File: config.mk
export PLATFORM = sky130hd
export DESIGN_NAME = clock_monitor
export DESIGN_NICKNAME = d
export VERILOG_FILES = /design/src/rtl/clock_monitor_pkg.sv /design/src/rtl/clock_monitor_sync_edge_detect.sv /design/src/rtl/clock_monitor.sv
export SDC_FILE = /design/constraint.sdc
export NUM_CORES = 1
export LEC_CHECK = 0
export CORE_UTILIZATION = 55
export CTS_BUF_LIST = sky130_fd_sc_hd__clkbuf_8
export DETAILED_ROUTE_END_ITERATION = 8
export HOLD_SLACK_MARGIN = 0.08
export PLACE_DENSITY_LB_ADDON = 0.2
export RECOVER_POWER = 100
export SYNTH_ARGS = -nofsm -noshare
export SYNTH_HDL_FRONTEND = slang
export SYNTH_SLANG_ARGS = --single-unit
File: constraint.sdc
create_clock -name Clk -period 2.9 [get_ports Clk]
set_input_delay 0.725 -clock Clk [delete_from_list [all_inputs] [get_ports Clk]]
set_output_delay 0.725 -clock Clk [all_outputs]
set_load 0.03 [all_outputs]
File: src/rtl/clock_monitor_pkg.sv
// Shared types and helpers for the clock monitor.
package clock_monitor_pkg;

  // Widest phase counter the tolerance helper supports.
  localparam int unsigned MAX_CNT_W = 32;

  typedef enum logic [2:0] {
    IDLE      = 3'd0,
    SYNC      = 3'd1,
    MEAS_HIGH = 3'd2,
    MEAS_LOW  = 3'd3,
    STUCK     = 3'd4
  } state_e;

  // True when |cnt - exp_cyc| <= tol; one extra bit keeps the difference from wrapping.
  function automatic logic in_tol(input logic [MAX_CNT_W-1:0] cnt,
                                  input logic [MAX_CNT_W-1:0] exp_cyc,
                                  input logic [MAX_CNT_W-1:0] tol);
    logic signed [MAX_CNT_W:0] diff;
    diff = $signed({1'b0, cnt}) - $signed({1'b0, exp_cyc});
    if (diff < 0) diff = -diff;
    return (diff <= $signed({1'b0, tol}));
  endfunction

endpackage

File: src/rtl/clock_monitor_sync_edge_detect.sv
// Two-flop synchronizer for the monitored clock plus registered edge strobes.
module sync_edge_detect (
  input  logic Clk,
  input  logic Rst,
  input  logic D,
  output logic Rise,
  output logic Fall
);

  logic       sync1_q;
  logic       sync2_q;
  logic       dly_q;
  logic [2:0] vld_q;
  logic       rise_q;
  logic       fall_q;

  // vld_q gates the strobes until the delay flop holds a real sample, so a
  // clock that is high when reset releases does not produce a false edge.
  always_ff @(posedge Clk or posedge Rst) begin
    if (Rst) begin
      sync1_q <= 1'b0;
      sync2_q <= 1'b0;
      dly_q   <= 1'b0;
      vld_q   <= 3'b000;
      rise_q  <= 1'b0;
      fall_q  <= 1'b0;
    end else begin
      sync1_q <= D;
      sync2_q <= sync1_q;
      dly_q   <= sync2_q;
      vld_q   <= {vld_q[1:0], 1'b1};
      rise_q  <= vld_q[2] & sync2_q & ~dly_q;
      fall_q  <= vld_q[2] & ~sync2_q & dly_q;
    end
  end

  assign Rise = rise_q;
  assign Fall = fall_q;

endmodule

File: src/rtl/clock_monitor.sv
// Measures high/low phase lengths of MonClk in Clk cycles, flags errors,
// stuck clocks and lock.
module clock_monitor
  import clock_monitor_pkg::*;
#(
  parameter int unsigned CNT_W    = 16,
  parameter int unsigned HIGH_CYC = 10,
  parameter int unsigned LOW_CYC  = 10,
  parameter int unsigned TOL      = 1,
  parameter int unsigned TIMEOUT  = 1000,
  parameter int unsigned LOCK_N   = 4
) (
  input  logic             Clk,
  input  logic             Rst,
  input  logic             En,
  input  logic             MonClk,
  input  logic             ClrErr,
  output logic [CNT_W-1:0] HighCnt,
  output logic [CNT_W-1:0] LowCnt,
  output logic             MeasValid,
  output logic             ErrHigh,
  output logic             ErrLow,
  output logic             Stuck,
  output logic             Locked
);

  localparam int unsigned      GOOD_W  = $clog2(LOCK_N + 1);
  localparam logic [CNT_W-1:0] CNT_MAX = '1;

  logic rise;
  logic fall;

  state_e             state_q, state_d;
  logic [CNT_W-1:0]   cnt_q, cnt_d;
  logic [GOOD_W-1:0]  good_q, good_d;
  logic               high_ok_q, high_ok_d;
  logic [CNT_W-1:0]   high_cnt_q, high_cnt_d;
  logic [CNT_W-1:0]   low_cnt_q, low_cnt_d;
  logic               meas_valid_q, meas_valid_d;
  logic               err_high_q, err_high_d;
  logic               err_low_q, err_low_d;
  logic               stuck_q, stuck_d;
  logic               locked_q, locked_d;
  logic               high_in_tol_c;
  logic               low_in_tol_c;
  logic               timeout_c;

  sync_edge_detect u_sync (
    .Clk  (Clk),
    .Rst  (Rst),
    .D    (MonClk),
    .Rise (rise),
    .Fall (fall)
  );

  // A saturated counter never passes, whatever the tolerance.
  assign high_in_tol_c = (cnt_q != CNT_MAX) &&
                         in_tol(MAX_CNT_W'(cnt_q), MAX_CNT_W'(HIGH_CYC), MAX_CNT_W'(TOL));
  assign low_in_tol_c  = (cnt_q != CNT_MAX) &&
                         in_tol(MAX_CNT_W'(cnt_q), MAX_CNT_W'(LOW_CYC), MAX_CNT_W'(TOL));
  assign timeout_c     = (cnt_q == CNT_W'(TIMEOUT));

  // Next-state, counter and flag logic.
  always_comb begin
    state_d      = state_q;
    good_d       = good_q;
    high_ok_d    = high_ok_q;
    high_cnt_d   = high_cnt_q;
    low_cnt_d    = low_cnt_q;
    meas_valid_d = 1'b0;
    err_high_d   = ClrErr ? 1'b0 : err_high_q;
    err_low_d    = ClrErr ? 1'b0 : err_low_q;
    stuck_d      = stuck_q;
    locked_d     = locked_q;

    if (rise || fall)          cnt_d = CNT_W'(1);
    else if (cnt_q != CNT_MAX) cnt_d = cnt_q + CNT_W'(1);
    else                       cnt_d = cnt_q;

    if (!En) begin
      // Disable beats any edge in the same cycle: no capture.
      state_d   = IDLE;
      cnt_d     = '0;
      good_d    = '0;
      high_ok_d = 1'b0;
      stuck_d   = 1'b0;
      locked_d  = 1'b0;
    end else begin
      unique case (state_q)
        IDLE: begin
          cnt_d   = '0;
          state_d = SYNC;
        end
        SYNC, STUCK: begin
          // Re-align on the next edge; the partial phase is discarded.
          if (rise) begin
            state_d   = MEAS_HIGH;
            high_ok_d = 1'b0;
            stuck_d   = 1'b0;
          end else if (fall) begin
            state_d   = MEAS_LOW;
            high_ok_d = 1'b0;
            stuck_d   = 1'b0;
          end
        end
        MEAS_HIGH: begin
          if (fall) begin
            high_cnt_d = cnt_q;
            high_ok_d  = high_in_tol_c;
            if (!high_in_tol_c) begin
              err_high_d = 1'b1;
              good_d     = '0;
              locked_d   = 1'b0;
            end
            state_d = MEAS_LOW;
          end else if (!rise && timeout_c) begin
            state_d  = STUCK;
            stuck_d  = 1'b1;
            good_d   = '0;
            locked_d = 1'b0;
          end
        end
        MEAS_LOW: begin
          if (rise) begin
            low_cnt_d    = cnt_q;
            meas_valid_d = 1'b1;
            if (!low_in_tol_c) begin
              err_low_d = 1'b1;
              good_d    = '0;
              locked_d  = 1'b0;
            end else if (high_ok_q) begin
              if (good_q != GOOD_W'(LOCK_N)) good_d = good_q + GOOD_W'(1);
              if (good_d == GOOD_W'(LOCK_N)) locked_d = 1'b1;
            end
            high_ok_d = 1'b0;
            state_d   = MEAS_HIGH;
          end else if (!fall && timeout_c) begin
            state_d  = STUCK;
            stuck_d  = 1'b1;
            good_d   = '0;
            locked_d = 1'b0;
          end
        end
        default: state_d = IDLE;
      endcase
    end
  end

  // State and output registers.
  always_ff @(posedge Clk or posedge Rst) begin
    if (Rst) begin
      state_q      <= IDLE;
      cnt_q        <= '0;
      good_q       <= '0;
      high_ok_q    <= 1'b0;
      high_cnt_q   <= '0;
      low_cnt_q    <= '0;
      meas_valid_q <= 1'b0;
      err_high_q   <= 1'b0;
      err_low_q    <= 1'b0;
      stuck_q      <= 1'b0;
      locked_q     <= 1'b0;
    end else begin
      state_q      <= state_d;
      cnt_q        <= cnt_d;
      good_q       <= good_d;
      high_ok_q    <= high_ok_d;
      high_cnt_q   <= high_cnt_d;
      low_cnt_q    <= low_cnt_d;
      meas_valid_q <= meas_valid_d;
      err_high_q   <= err_high_d;
      err_low_q    <= err_low_d;
      stuck_q      <= stuck_d;
      locked_q     <= locked_d;
    end
  end

  assign HighCnt   = high_cnt_q;
  assign LowCnt    = low_cnt_q;
  assign MeasValid = meas_valid_q;
  assign ErrHigh   = err_high_q;
  assign ErrLow    = err_low_q;
  assign Stuck     = stuck_q;
  assign Locked    = locked_q;

endmodule

# ---- Word level (Yosys, flattened, before mapping)
# Cells that the tools add are included.
dict set report op_classes {
  addsub 4
  order_cmp 2
  eq_ne 23
  muxes 63
  bitwise 6
  reduce_logical 15
}
# cell count
set op_table {}
lappend op_table {{two-way mux 16 bit} 4}
lappend op_table {{two-way mux 3 bit} 21}
lappend op_table {{less-or-equal comparator 33 x 2 -> 1 bit, second input constant} 1}
lappend op_table {{two-way mux 33 bit} 1}
lappend op_table {{negation 17 -> 33 bit} 1}
lappend op_table {{two-way mux 1 bit} 32}
lappend op_table {{less-than comparator 17 x 1 -> 1 bit, second input constant} 1}
lappend op_table {{subtractor 16 x 4 -> 17 bit, second input constant} 1}
lappend op_table {{adder 16 x 1 -> 16 bit, second input constant} 1}
lappend op_table {{equality test 16 x 10 -> 1 bit, second input constant} 1}
lappend op_table {{!= test 16 bit, second input constant} 1}
lappend op_table {{!= test 3 bit, second input constant} 5}
lappend op_table {{one-hot mux 3 bit (4 select lines)} 1}
lappend op_table {{AND reduction 6 bit} 2}
lappend op_table {{!= test 5 bit, second input constant} 2}
lappend op_table {{AND reduction 3 bit} 3}
lappend op_table {{!= test 4 x 1 -> 1 bit, second input constant} 2}
lappend op_table {{!= test 4 x 3 -> 1 bit, second input constant} 2}
lappend op_table {{equality test 3 x 2 -> 1 bit, second input constant} 2}
lappend op_table {{equality test 3 bit, second input constant} 2}
lappend op_table {{!= test 3 x 2 -> 1 bit, second input constant} 2}
lappend op_table {{one-hot mux 1 bit (3 select lines)} 2}
lappend op_table {{one-hot mux 3 bit (2 select lines)} 1}
lappend op_table {{AND reduction 5 bit} 1}
lappend op_table {{14 further kinds} 21}
dict set report totals {
  regBits 68
  inputBits 5
  output_inout_bits 37
  wordCells 130
}

# ---- Longest topological paths before layout
# Gate-level depths: netlist of run 1.
dict set report logic_depth {
  word_depth 16
  ltp_mapped 10
  ltp_nobuf 9
}

# ---- Modules after synthesis
# From an unflattened synthesis of run 1, not the netlist that was laid out.
dict set report unflattened {
  hier_cells 329
  hier_area_um2 3497.1
}
# module n_inst cells_per_inst area_each_um2 seq_area_each_um2
set modules_own_cells {}
lappend modules_own_cells {clock_monitor 1 317 3271.9 1501.4}
lappend modules_own_cells {sync_edge_detect 1 12 225.2 200.2}

# ---- Worst setup path after synthesis of run 1
# Ideal clock, no wire load.
dict set report synth_timing {
  path_kind {register to register}
  from {register cnt_q[1]}
  to {register err_high_q, in the netlist ErrHigh}
  setup_ps 121
  t_arrival_ps 2481
  required_ps 2779
  slack_ps 298
  stages_incl_launch_ff 11
  path_buffers 1
  synth_period_minus_slack_ps 2602
  cell_sequence {dfrtp_1 clkbuf_2 inv_1 ha_1 or2b_2 nand4_1 a21oi_1 o32a_2 o41ai_4 nand2_2 a22o_1}
}
dict set report synth_between {
  elab_chain_len 9
}
# element line
set synth_lines {}
lappend synth_lines {{from (decl)} clock_monitor.sv:34} ;# logic [CNT_W-1:0] cnt_q, cnt_d;
lappend synth_lines {{from (signal assigned)} clock_monitor.sv:165} ;# cnt_q <= cnt_d;
lappend synth_lines {{subtractor 16 x 4 -> 17 bit} clock_monitor_pkg.sv:20} ;# diff = $signed({1'b0, cnt}) - $signed({1'b0, exp_cyc});
lappend synth_lines {{negation 17 -> 33 bit / less-than comparator 17 x 1 -> 1 bit (equally long branches)} clock_monitor_pkg.sv:21} ;# if (diff < 0) diff = -diff;
lappend synth_lines {{two-way mux 33 bit} clock_monitor_pkg.sv:21}
lappend synth_lines {{less-or-equal comparator 33 x 2 -> 1 bit} clock_monitor_pkg.sv:22} ;# return (diff <= $signed({1'b0, tol}));
lappend synth_lines {{logical AND 1 bit (*)} clock_monitor.sv:57} ;# assign high_in_tol_c = (cnt_q != CNT_MAX) &&
lappend synth_lines {{two-way mux 1 bit (*)} clock_monitor.sv:110} ;# if (!high_in_tol_c) begin
lappend synth_lines {{two-way mux 1 bit (*)} clock_monitor.sv:107} ;# if (fall) begin
lappend synth_lines {{two-way mux 1 bit (*)} clock_monitor.sv:89} ;# unique case (state_q)
lappend synth_lines {{two-way mux 1 bit (*)} clock_monitor.sv:80} ;# if (!En) begin
lappend synth_lines {{via err_high_d} clock_monitor.sv:40} ;# logic err_high_q, err_high_d;
lappend synth_lines {{to (signal assigned)} clock_monitor.sv:171} ;# err_high_q <= err_high_d;
lappend synth_lines {{to (decl)} clock_monitor.sv:40}
# The timed path passes the listed nets; every way through them passes the cells marked *.
# A chain may end at the register's enable or synchronous reset.

# ---- Final worst setup path of run 1
dict set report layout_timing {
  from {register cnt_q[11]}
  to {register err_high_q, in the netlist ErrHigh}
}
# The elaborated chain is that of the path after synthesis.

==> results of run 1 <==
[critical path, delay by kind of cell (launching register included)]
family / cells / cell delay, ps
compound gates: 4 / 1180
flops: 1 / 510
simple gates: 3 / 920
[per-layer routing]
metal	vias up	GRT usage (%)	wire [um]
met2	129	42.3	4050
li1	1418	-	-
met3	22	4.06	460
met1	1478	33.1	3720
met5	-	0	0
met4	0	13.3	177
[per-stage QoR]
step	instances	setup slack (ps)	total power, mW	hold WS (ps)
6_report	513	173	1.98	347
4_1_cts	513	256	2.00	349
2_1_floorplan	387	298	1.24	331
3_3_place_gp	497	348	1.31	333
3_5_place_dp	497	286	1.32	336
5_1_grt	513	43.1	2.06	353
[cell type report]
class,instances,area [um2],area share (%)
inverter,16,60.1,1.41
multi-input combinational,277,1710,40.2
clock inverter,6,31.3,0.734
tap,77,96.3,2.26
clock buffer,10,138,3.23
timing repair buffer,59,522,12.2
sequential,68,1700,39.9
[cells by family after synthesis]
logic type	Yosys count	share of synthesized area (%)
AND/OR/NAND/NOR	168	22.1
XOR/XNOR	13	3.11
AO/OA/AOI/OAI	67	12.9
buffers and inverters	42	6.53
flip-flops	68	46.5
other	1	0.103
multiplexers	19	5.78
adder cells (fa/ha/maj)	9	3.01
[cells in the mapped netlist, types with 5 or more instances]
| cell | count |
|---|---|
| sky130_fd_sc_hd__o21ai_0 | 11 |
| sky130_fd_sc_hd__clkbuf_1 | 13 |
| sky130_fd_sc_hd__dfrtp_1 | 68 |
| sky130_fd_sc_hd__o22ai_1 | 5 |
| sky130_fd_sc_hd__nand2b_1 | 5 |
| sky130_fd_sc_hd__xnor2_1 | 6 |
| sky130_fd_sc_hd__nor3_1 | 12 |
| sky130_fd_sc_hd__mux2_2 | 17 |
| sky130_fd_sc_hd__xor2_1 | 7 |
| sky130_fd_sc_hd__inv_1 | 16 |
| sky130_fd_sc_hd__or3_1 | 8 |
| sky130_fd_sc_hd__clkbuf_8 | 5 |
| sky130_fd_sc_hd__ha_1 | 8 |
| sky130_fd_sc_hd__nand3_1 | 8 |
| sky130_fd_sc_hd__nor2_1 | 33 |
| sky130_fd_sc_hd__nand2_1 | 72 |
| sky130_fd_sc_hd__a21oi_1 | 16 |
[path summary, 6_finish.rpt]
path	start	end	slack, ps	cells past startpoint
max	cnt_q[11]$_DFFE_PP0P_	ErrHigh$_DFF_PP0_	170	7
min	u_sync.vld_q[1]$_DFF_PP0_	u_sync.vld_q[2]$_DFF_PP0_	350	0
max reg2reg	cnt_q[11]$_DFFE_PP0P_	ErrHigh$_DFF_PP0_	170	7
min reg2reg	u_sync.vld_q[1]$_DFF_PP0_	u_sync.vld_q[2]$_DFF_PP0_	350	0
max in group asynchronous	Rst	cnt_q[11]$_DFFE_PP0P_	600	3
min in group asynchronous	Rst	good_q[2]$_DFFE_PP0P_	1150	2
[power groups by stage]
stage / clock network [mW] / logic (mW) / registers, mW
final: 0.671 / 0.281 / 1.03
after detailed placement: 0 / 0.279 / 1.04
after floorplan: 0 / 0.215 / 1.03
after CTS: 0.691 / 0.284 / 1.03
after global placement: 0 / 0.272 / 1.04
after global routing: 0.718 / 0.309 / 1.03
[flip-flops by register name, indices dropped and copies added (netlist names)]
| name | flops |
|---|---|
| ErrHigh | 1 |
| ErrLow | 1 |
| HighCnt | 16 |
| Locked | 1 |
| LowCnt | 16 |
| MeasValid | 1 |
| Stuck | 1 |
| cnt_q | 16 |
| good_q | 3 |
| high_ok_q | 1 |
| state_q | 3 |
| u_sync.Fall | 1 |
| u_sync.Rise | 1 |
| u_sync.dly_q | 1 |
| u_sync.sync1_q | 1 |
| u_sync.sync2_q | 1 |
| u_sync.vld_q | 3 |
==> flow_summary.ini, run 1 <==
[outcome]
run_status = complete, no violations

[critical_path]
worstPathArrival_ps = 2950
path_max_fanout = 11
required_time_of_the_worst_setup_path_ps = 3120
path_common_cell = sky130_fd_sc_hd__o211a_1
cells_traversed_along_the_worst_timing_path = nor4_1 > nand4_1 > a221oi_1 > o211a_1 > o211a_1 > nand2_2 > a22o_1
timing.critical_path.from_type = flop
critical_path.slowest_cell = sky130_fd_sc_hd__dfrtp_1
critPathCaptureType = flop
critical-path-max-stage-delay_ps = 510
path_class = flop to flop

[timing]
finalSetupViolations = 0
final_min_period_over_clock_period_pct = 94.0
timing.fmax_mhz = 367
grt_setup_unrepaired = no
tightestPinTransition_ps = 1240
setup-tns-final_ps = 0
hold_violations = 0
final-max-slew-violation-count = 0
final_critical_delay_including_setup_and_external_delays_ps = 2730
timing.max_slew.rel_slack_pct = 17.0
clock_skew_ps = 9.61

[die]
die_area_um2 = 6980
std_cell_rows = 29
placeableCoreArea_um2 = 6390
initial_core_util_pct = 57.3
top_level_ports = 42
die_width_um = 83.5
die-height_um = 83.5

[final_layout]
share_of_layout_cells_above_drive_strength_1_pct = 12.6
layout_commonest_cell = sky130_fd_sc_hd__nand2_1
flow.area_growth_from_synthesis_pct = 16.5
fin_nets = 444
n_fill_cell = 513
layout.cell_area.non_filler_um2 = 4260
antenna_cells = 0
final_cell_mix = 72 x sky130_fd_sc_hd__nand2_1, 68 x sky130_fd_sc_hd__dfrtp_1, 40 x sky130_fd_sc_hd__dlygate4sd3_1
final_core_util_pct = 66.7

[yosys]
synth_edf_count = 0
total_nets_after_synthesis = 400
ys_top_cells_by_area = sky130_fd_sc_hd__dfrtp_1 47%, sky130_fd_sc_hd__nand2_1 7.4%, sky130_fd_sc_hd__mux2_2 5.2%
syn_inst = 387
yosysUniqueCellTypes = 62
synth_ff_type = sky130_fd_sc_hd__dfrtp_1
yosys_warnings = 0
flip_flop_and_latch_count_after_synthesis = 68
mappedNetlistArea_um2 = 3660
synth_top_area_share_pct = 46.5
postSynth.asyncResetShare_pct = 100
postSynthAreaPerCell_um2 = 9.45
netlist.top_cell.by_area = sky130_fd_sc_hd__dfrtp_1
synth-seq-area-share_pct = 46.5

[place]
hpwl_detailed_um = 6020
place_congestion = 0.909
place_area_um2 = 4130
portBuffers = 41

[route]
drcViolationCount = 0
avgRoutedWirePerCell_um = 16.4
detail_route.first_pass.iterations = 5
routed-via-count = 3047
routed_wl_um = 8410
drt_iter0_drc = 183
vias_per_cell = 5.94
ant_nets = 0

[global_routing]
number_of_global_route_vias_before_repair = 3001
number_of_antenna_violations_at_the_first_check_in_global_routing = 0
grt_start_max_net_pins = 36
globalRoute.totalOverflow = 0
grt_util_all_layers_pct = 25.7
grt_pass1_wl_um = 14200

[power]
power_leakage_nw = 2.09
max-vdd-ir-drop_mv = 0.328
switching_share_pct = 28.8
cellInternalPower_mw = 1.41
power_density_nw_per_um2 = 464
gate_power_share_pct = 14.2
power.share.sequential_pct = 51.9
total_switching_power_uw = 569
clkPwrFrac_pct = 33.9

[clock_network]
cts_resized = 0
cts_tree = built
cts_max_level = 3
tritoncts_num_sinks = 68
clk_path_buf_depth = 2
worst_skew_pair.late_latency_ps = 340
numCtsBuffers = 9
ctsRootBufferMaster = sky130_fd_sc_hd__clkbuf_8
post_cts_hold_buffer_count = 0
clk_pin_slew_ps = 70
post-cts-setup-buffer-count = 0

[worst_hold_path]
hp-class = flop to flop

[flow_run]
drv_cap = 0
No activity file was read; power rests on OpenSTA's default activity.
==> run 2, diff against run 1 <==
GPL_TIMING_DRIVEN = 0   (was unset)
==> flow_summary.ini, run 2 (same netlist as run 1, synthesis figures left out) <==
[clock_network]
worst_skew_pair.late_latency_ps = 350
ctsRootBufferMaster = sky130_fd_sc_hd__clkbuf_8
cts_max_level = 3
numCtsBuffers = 9
clk_pin_slew_ps = 70
cts_tree = built
clk_path_buf_depth = 2
tritoncts_num_sinks = 68
post_cts_hold_buffer_count = 0

[timing]
clock_skew_ps = 5.64
timing.fmax_mhz = 358
final_critical_delay_including_setup_and_external_delays_ps = 2790
setup-tns-final_ps = 0
timing.max_slew.rel_slack_pct = 7.42
hold_violations = 0
final-max-slew-violation-count = 0
tightestPinTransition_ps = 1390
grt_setup_unrepaired = no
final_min_period_over_clock_period_pct = 96.3
finalSetupViolations = 0

[critical_path]
setup.reg_to_reg.worst_slack_ps = 110
critPathCaptureType = flop
critical_path.slowest_cell = sky130_fd_sc_hd__dfrtp_2
path_max_fanout = 9
worst-path-buf-inv = 3
cp_delay_by_family_top = compound AO/OA/AOI/OAI gates
worstReg2RegEnd = ErrLow$_DFF_PP0_
path_class = flop to flop
critical-path-max-stage-delay_ps = 420
worstPathArrival_ps = 3030
r2r-start = cnt_q[1]$_DFFE_PP0P_
timing.critical_path.from_type = flop
r2r.worst_path.cells = 11
cells_traversed_along_the_worst_timing_path = clkbuf_4 > inv_1 > ha_1 > or2b_2 > nand4_1 > a21oi_1 > o32a_2 > o41ai_4 > buf_4 > nand2_2 > a22o_1
required_time_of_the_worst_setup_path_ps = 3140
crit_start = cnt_q[1]$_DFFE_PP0P_
path_depth = 11

[global_routing]
globalRoute.totalOverflow = 0
number_of_antenna_violations_at_the_first_check_in_global_routing = 0
grt_pass1_wl_um = 14300
grt_util_all_layers_pct = 26.3
grt_start_max_net_pins = 69
number_of_global_route_vias_before_repair = 2994

[place]
hpwl_detailed_um = 5960
portBuffers = 41
dp_cells = 505
place_congestion = 0.896

[worst_hold_path]
holdPathEnd = u_sync.vld_q[2]$_DFF_PP0_
hp-class = flop to flop
hold_path_startpoint = u_sync.vld_q[1]$_DFF_PP0_
holdPathStages = 0

[route]
drt_iter0_drc = 280
routed-via-count = 3062
routed_wl_um = 8770
ant_nets = 0
drcViolationCount = 0
vias_per_cell = 5.87
detail_route.first_pass.iterations = 7
avgRoutedWirePerCell_um = 16.8

[final_layout]
final_cell_mix = 72 x sky130_fd_sc_hd__nand2_1, 67 x sky130_fd_sc_hd__dfrtp_1, 40 x sky130_fd_sc_hd__dlygate4sd3_1
layout_commonest_cell = sky130_fd_sc_hd__nand2_1
fin_nets = 453
final_core_util_pct = 68.8
final-instance-count-excl-fill = 522
share_of_layout_cells_above_drive_strength_1_pct = 13.9
flow.area_growth_from_synthesis_pct = 20.2
antenna_cells = 0

[die]
top_level_ports = 42
die_area_um2 = 6980
placeableCoreArea_um2 = 6390
die_width_um = 83.5
initial_core_util_pct = 57.3
die-height_um = 83.5
std_cell_rows = 29

[outcome]
run_status = complete, no violations

[flow_run]
drv_cap = 0

[power]
max-vdd-ir-drop_mv = 0.325
power_leakage_nw = 2.12
power_density_nw_per_um2 = 486
report.power.total_mw = 2.13
[run 2: changes by cell type in the layout (fill, tap and decap cells not counted), moves of 2 or more]
cell / change
sky130_fd_sc_hd__buf_6: +3
sky130_fd_sc_hd__clkbuf_8: +6
sky130_fd_sc_hd__inv_1: -2
sky130_fd_sc_hd__clkbuf_1: +7
sky130_fd_sc_hd__clkinv_2: -3
sky130_fd_sc_hd__buf_4: -9
sky130_fd_sc_hd__buf_2: +3
[run 2: metal layers]
metal	GRT usage (%)	vias up	share of wire (%)
met3	5.44	30	5.4
met1	35.2	1497	44
met5	0	-	0
li1	-	1433	-
met2	41.7	102	47
met4	11.7	0	2.8
[run 2: worst max-delay path by stage]
stage	slack, ps	endpoint
6_report	110	ErrLow$_DFF_PP0_
3_3_place_gp	-680	u_sync.vld_q[0]$_DFF_PP0_
3_5_place_dp	-210	ErrLow$_DFF_PP0_
5_1_grt	10	ErrLow$_DFF_PP0_
2_1_floorplan	300	ErrHigh$_DFF_PP0_
4_1_cts	80	ErrLow$_DFF_PP0_
[run 2: layout make-up]
cell class,instances,area (um2)
fillers,510,1990
multi-input cells,277,1720
flip-flops and latches,68,1700
repair buffers,42,418
plain buffers,26,183
clock buffers,11,151
well taps,77,96.3
inverters,16,60.1
clock inverters,5,58.8
[run 2: through the flow]
step / hold slack [ps] / worst slack [ps] / area (um2)
floorplan: 331 / 298 / 3660
global placement: 331 / -678 / 4160
detailed placement: 336 / -208 / 4170
CTS: 353 / 82.8 / 4390
global route: 361 / 13.8 / 4390
finish: 350 / 107 / 4390
[run 2: repair_timing]
item,in CTS,in global routing
endpoints found under the setup margin,7,7
buffers inserted,1,0
pin swaps,1,0
gates resized for setup,1,6
[run 2: power breakdown]
group          switching [mW]  internal [mW]
Clock                   0.376          0.445
Combinational           0.198          0.111
Sequential             0.0262          0.978
